**src/rtl/mips_alu_hilo_sched_pkg.sv**
```systemverilog
// Shared definitions for the HI/LO multiply/divide issue controller:
// ALU function codes, scheduler state encoding and op-class helpers.
package mips_alu_hilo_sched_pkg;

    localparam int FUNC_W = 4;

    typedef enum logic [FUNC_W-1:0] {
        F_ADD  = 4'd0,
        F_SUB  = 4'd1,
        F_AND  = 4'd2,
        F_OR   = 4'd3,
        F_XOR  = 4'd4,
        F_SLT  = 4'd5,
        F_SLL  = 4'd6,
        F_SRL  = 4'd7,
        F_MULU = 4'd8,
        F_MULS = 4'd9,
        F_DIVU = 4'd10,
        F_DIVS = 4'd11,
        F_MTHI = 4'd12,
        F_MTLO = 4'd13,
        F_MFHI = 4'd14,
        F_MFLO = 4'd15
    } alu_func_t;

    typedef enum logic [1:0] {
        S_IDLE = 2'd0,
        S_RUN  = 2'd1,
        S_WB   = 2'd2
    } sched_state_t;

    function automatic int max_int(input int a, input int b);
        return (a > b) ? a : b;
    endfunction

    function automatic logic is_md(input alu_func_t f);
        return (f == F_MULU) || (f == F_MULS) || (f == F_DIVU) || (f == F_DIVS);
    endfunction

    function automatic logic is_div(input alu_func_t f);
        return (f == F_DIVU) || (f == F_DIVS);
    endfunction

    function automatic logic is_mt(input alu_func_t f);
        return (f == F_MTHI) || (f == F_MTLO);
    endfunction

    function automatic logic is_mf(input alu_func_t f);
        return (f == F_MFHI) || (f == F_MFLO);
    endfunction

endpackage

```
**src/rtl/mips_alu_hilo_sched_lat_cnt.sv**
```systemverilog
// Loadable down-counter timing the multi-cycle MUL/DIV latency.
// Ports:
//   clk, rst_n  clock, asynchronous active-low reset
//   load        load load_val (has priority over dec)
//   load_val    value to load
//   dec         decrement by one
//   value       current count
//   zero        value == 0
module mips_alu_hilo_lat_cnt #(
    parameter int CNT_W = 6
) (
    input  logic             clk,
    input  logic             rst_n,
    input  logic             load,
    input  logic [CNT_W-1:0] load_val,
    input  logic             dec,
    output logic [CNT_W-1:0] value,
    output logic             zero
);

    always_ff @(posedge clk or negedge rst_n) begin
        if (!rst_n) begin
            value <= '0;
        end else if (load) begin
            value <= load_val;
        end else if (dec) begin
            value <= value - 1'b1;
        end
    end

    assign zero = (value == '0);

endmodule

```
**src/rtl/mips_alu_hilo_sched.sv**
```systemverilog
// Issue controller for the HI/LO multiply/divide path. Accepts one HI/LO-class
// op at a time, times MUL/DIV with a latency counter, generates HI/LO write
// strobes and back-pressures further HI/LO-class ops until writeback.
// Ports:
//   clk, rst_n   clock, asynchronous active-low reset
//   issue_valid  op presented by issue stage
//   issue_func   function code of presented op
//   flush        pipeline flush; aborts in-flight MUL/DIV
//   issue_ready  op accepted when issue_valid & issue_ready
//   unit_start   1-cycle pulse, MUL/DIV operands captured
//   unit_func    function of in-flight op
//   unit_abort   1-cycle pulse, in-flight op discarded
//   store_hi     write HI this cycle
//   store_lo     write LO this cycle
//   busy         state != IDLE
//   done         1-cycle pulse with MUL/DIV writeback
module mips_alu_hilo_sched
    import mips_alu_hilo_sched_pkg::*;
#(
    parameter int MUL_LAT = 4,
    parameter int DIV_LAT = 32,
    parameter int CNT_W   = $clog2(max_int(MUL_LAT, DIV_LAT)) + 1
) (
    input  logic              clk,
    input  logic              rst_n,
    input  logic              issue_valid,
    input  logic [FUNC_W-1:0] issue_func,
    input  logic              flush,
    output logic              issue_ready,
    output logic              unit_start,
    output logic [FUNC_W-1:0] unit_func,
    output logic              unit_abort,
    output logic              store_hi,
    output logic              store_lo,
    output logic              busy,
    output logic              done
);

    sched_state_t     state, state_nxt;
    alu_func_t        func;
    logic             f_md, f_mt, f_mf, f_hl;
    logic             accept_hl;
    logic             cnt_load, cnt_dec, cnt_zero;
    logic [CNT_W-1:0] cnt_load_val, cnt_value;

    assign func = alu_func_t'(issue_func);
    assign f_md = is_md(func);
    assign f_mt = is_mt(func);
    assign f_mf = is_mf(func);
    assign f_hl = f_md | f_mt | f_mf;

    // Non-HL ops always pass; HL ops only in IDLE and never alongside a flush.
    assign issue_ready = f_hl ? ((state == S_IDLE) && !flush) : 1'b1;
    assign accept_hl   = issue_valid && f_hl && issue_ready;
    assign busy        = (state != S_IDLE);

    // Loading LAT-2 and leaving RUN on zero puts WB exactly LAT cycles after accept.
    assign cnt_load_val = is_div(func) ? CNT_W'(DIV_LAT - 2) : CNT_W'(MUL_LAT - 2);

    always_ff @(posedge clk or negedge rst_n) begin
        if (!rst_n) begin
            state     <= S_IDLE;
            unit_func <= '0;
        end else begin
            state <= state_nxt;
            if (unit_start) begin
                unit_func <= issue_func;
            end
        end
    end

    always_comb begin
        state_nxt  = state;
        unit_start = 1'b0;
        unit_abort = 1'b0;
        store_hi   = 1'b0;
        store_lo   = 1'b0;
        done       = 1'b0;
        cnt_load   = 1'b0;
        cnt_dec    = 1'b0;
        case (state)
            S_IDLE: begin
                if (accept_hl && f_md) begin
                    unit_start = 1'b1;
                    cnt_load   = 1'b1;
                    state_nxt  = S_RUN;
                end else if (accept_hl && f_mt) begin
                    store_hi = (func == F_MTHI);
                    store_lo = (func == F_MTLO);
                end
            end
            S_RUN: begin
                if (flush) begin
                    unit_abort = 1'b1;
                    state_nxt  = S_IDLE;
                end else if (cnt_zero) begin
                    state_nxt = S_WB;
                end else begin
                    cnt_dec = (cnt_value != '0);
                end
            end
            S_WB: begin
                if (flush) begin
                    unit_abort = 1'b1;
                end else begin
                    store_hi = 1'b1;
                    store_lo = 1'b1;
                    done     = 1'b1;
                end
                state_nxt = S_IDLE;
            end
            default: state_nxt = S_IDLE;
        endcase
    end

    mips_alu_hilo_lat_cnt #(
        .CNT_W(CNT_W)
    ) u_lat_cnt (
        .clk      (clk),
        .rst_n    (rst_n),
        .load     (cnt_load),
        .load_val (cnt_load_val),
        .dec      (cnt_dec),
        .value    (cnt_value),
        .zero     (cnt_zero)
    );

endmodule
```
**config.mk**
```make
export PLATFORM = sky130hd
export DESIGN_NAME = mips_alu_hilo_sched
export DESIGN_NICKNAME = d
export VERILOG_FILES = /design/src/rtl/mips_alu_hilo_sched_pkg.sv /design/src/rtl/mips_alu_hilo_sched_lat_cnt.sv /design/src/rtl/mips_alu_hilo_sched.sv
export SDC_FILE = /design/constraint.sdc
export NUM_CORES = 1
export LEC_CHECK = 0
export BUFFER_PORTS_ARGS = -buffer_cell sky130_fd_sc_hd__buf_2
export CAP_MARGIN = 30
export CORE_MARGIN = 4
export CORE_UTILIZATION = 40
export CTS_CLUSTER_DIAMETER = 40
export CTS_CLUSTER_SIZE = 14
export DETAILED_ROUTE_END_ITERATION = 8
export GPL_ROUTABILITY_DRIVEN = 0
export HOLD_SLACK_MARGIN = 0.12
export PLACE_DENSITY_LB_ADDON = 0.25
export SLEW_MARGIN = 10
export SYNTH_ARGS = -nofsm -noshare
export SYNTH_HDL_FRONTEND = slang
export SYNTH_SLANG_ARGS = --single-unit
```
**constraint.sdc**
```tcl
create_clock -name clk -period 1.9 [get_ports clk]
set_input_delay 0.19 -clock clk [delete_from_list [all_inputs] [get_ports clk]]
set_output_delay 0.19 -clock clk [all_outputs]
set_load 0.01 [all_outputs]
```
==> flow_summary.json <==
{
  "grt_max_degree": 13,
  "status": "complete, no violations",
  "synth_area_leaders": "dfrtp_1, ha_1, nand2_1, nand4b_4, inv_1",
  "whs_ns": 0.1638,
  "maxSlewHeadroom_pct": 75.42,
  "r2r_cells": 7,
  "period_share_pct": 94.57,
  "drive_above_1_share_pct": 34.69,
  "worstPathRequired_ns": 1.71,
  "mappedNetlistArea_um2": 714.4,
  "drv_cap": 0,
  "p_total_uw": 1153,
  "area_growth_pct": 28.37,
  "ys_seq_area_share_pct": 42.03,
  "overflow": 0,
  "finalMaxSlewViolations": 0,
  "drtIter0Drc": 14,
  "track_usage_pct": 13.07,
  "cp_data_arrival_time_ns": 1.61,
  "cp-start-kind": "flop",
  "die_area_um2": 2526,
  "yosysUniqueCellTypes": 30,
  "final_hold_viol_count": 0,
  "start_util_pct": 41.83,
  "syn_inst": 73,
  "wl_per_cell_um": 12.67,
  "vias_per_cell": 4.927,
  "grt_pass1_wl_mm": 2.525,
  "grt_pass1_vias": 587,
  "n_antenna_cell": 0,
  "core_area_um2": 1708,
  "placed_cell_area_um2": 824.5,
  "synth_top_area_cell": "dfrtp_1",
  "die_h_um": 50.26,
  "holdPathStages": 3,
  "clkTransAtPathRegs_ns": 0.08,
  "drc": 0,
  "ys_seq_elements": 12,
  "syn_avg_cell_area_um2": 9.787,
  "synth_edf_count": 0,
  "num_io_pins": 19,
  "layout_commonest_cell": "buf_2",
  "finalWorstPathRequiredPeriod_ns": 1.797,
  "synthArstFlopShare_pct": 100.0,
  "setup_violations": 0,
  "grt_antenna_before_repair": 0,
  "clock_latency_ns": 0.27,
  "critPathKind": "reg2out",
  "cts_buffers": 3,
  "fmax_ghz": 0.5565,
  "setup_slack_ns": 0.1031,
  "cts_tree": "yes",
  "wl_mm": 1.558,
  "ys_warn_count": 0,
  "dp_slack_ns": 0.3190,
  "cts.sinks": 12,
  "num_vias": 606,
  "hold_path_class": "in2reg",
  "worstMarginPinSlew_ns": 0.3680,
  "die_w_um": 50.26,
  "synth-main-ff-cell": "dfrtp_1",
  "fillerInstances": 159,
  "worst_setup_path_end_kind": "output pin",
  "dp_cells": 115,
  "pwr_density_cell_nw_per_um2": 1257,
  "final_cell_mix": "buf_2, dfrtp_1, nand2_1",
  "syn_nets": 86,
  "cts_max_path_buffers": 2,
  "clock_skew_ns": 0.005854,
  "root_buffer": "clkbuf_4",
  "stdcell_count": 123,
  "first_pass_iters": 4,
  "port_buffers": 18,
  "nets": 112,
  "ctsHtreeMaxLevel": 1,
  "crit_fanout": 5,
  "synth_top_cell_area_share_pct": 42.03,
  "power.leakage_uw": 0.0004555,
  "peakVddDrop_mv": 0.6695,
  "stdcell_area_um2": 917.1,
  "ant_nets": 0,
  "place_hpwl_mm": 1.100,
  "rows": 15
}
## critical path: stages (launching register included)
cell and delay, ns:
dfrtp_1 0.39, inv_1 0.14, ha_4 0.18, nand4b_4 0.12, or2_4 0.31, clkinv_4 0.08
buf_2 0.12
## registers in the layout, indices dropped and copies added, names as in the netlist
register / count
u_lat_cnt.value: 6
state: 2
unit_func: 4
## metrics by stage
stage	utilization (%)	TNS (ns)
3_5_place_dp	48.28	0
5_1_grt	53.70	-0.003274
4_1_cts	50.99	0
3_3_place_gp	48.28	0
6_report	53.70	0
2_1_floorplan	-	0
## timing repair
item	4_1_cts	5_1_grt
setup endpoints to repair	0	3
hold buffers	1	0
gates resized for setup	0	4
setup buffers	0	3
hold endpoints to repair	12	0
## final timing paths
check,startpoint,to,slack [ns]
setup / recovery,state[0],unit_start,0.10
hold / removal,issue_func[1],unit_func[1],0.16
setup reg to reg,state[0],u_lat_cnt.value[3],0.26
hold reg to reg,unit_func[1],unit_func[1],0.47
max in group asynchronous,rst_n,u_lat_cnt.value[5],1.36
min in group asynchronous,rst_n,unit_func[1],0.31
## Yosys cell counts, types with 2 or more instances
library cell  count
a21o_1            2
a21oi_1           4
a21oi_2           2
a31oi_1           2
and2_1            2
dfrtp_1          12
ha_1              5
inv_1             6
nand2_1           8
nand2b_1          3
nor2_1            5
nor2b_1           2
o21ai_1           3
## cell type report
cell class / instances / area, um2 / area share (%)
Inverter: 7 / 31.28 / 3.411
Clock buffer: 4 / 36.28 / 3.956
Timing Repair Buffer: 22 / 122.6 / 13.37
Tap cell: 25 / 31.28 / 3.411
Sequential cell: 12 / 300.3 / 32.74
Multi-Input combinational cell: 53 / 395.4 / 43.11
## cell families after synthesis
group / Yosys count / share of synthesized area [%]
AND/OR/NAND/NOR: 29 / 25.39
AO/OA/AOI/OAI: 17 / 15.24
flip-flops: 12 / 42.03
buffers and inverters: 8 / 5.954
adder cells (fa/ha/maj): 5 / 8.757
XOR/XNOR: 1 / 1.226
multiplexers: 1 / 1.401
## power by group
| part | switching (uW) | leakage [uW] | internal, uW |
|---|---|---|---|
| Combinational | 273 | 0.000287 | 231 |
| Sequential | 95.7 | 0.000147 | 353 |
| Clock | 83.9 | 0.0000210 | 117 |
## layer usage
metal  track usage [%]  vias to the layer above  part of all wire, %
met1             14.92                      287                   44
met2             21.96                       20                   50
met5                 0                        -                    0
li1                  -                      297                    -
met4             2.765                        0                 0.77
met3             6.231                        2                  6.0
Note: power is estimated with default switching activity, not from simulation.
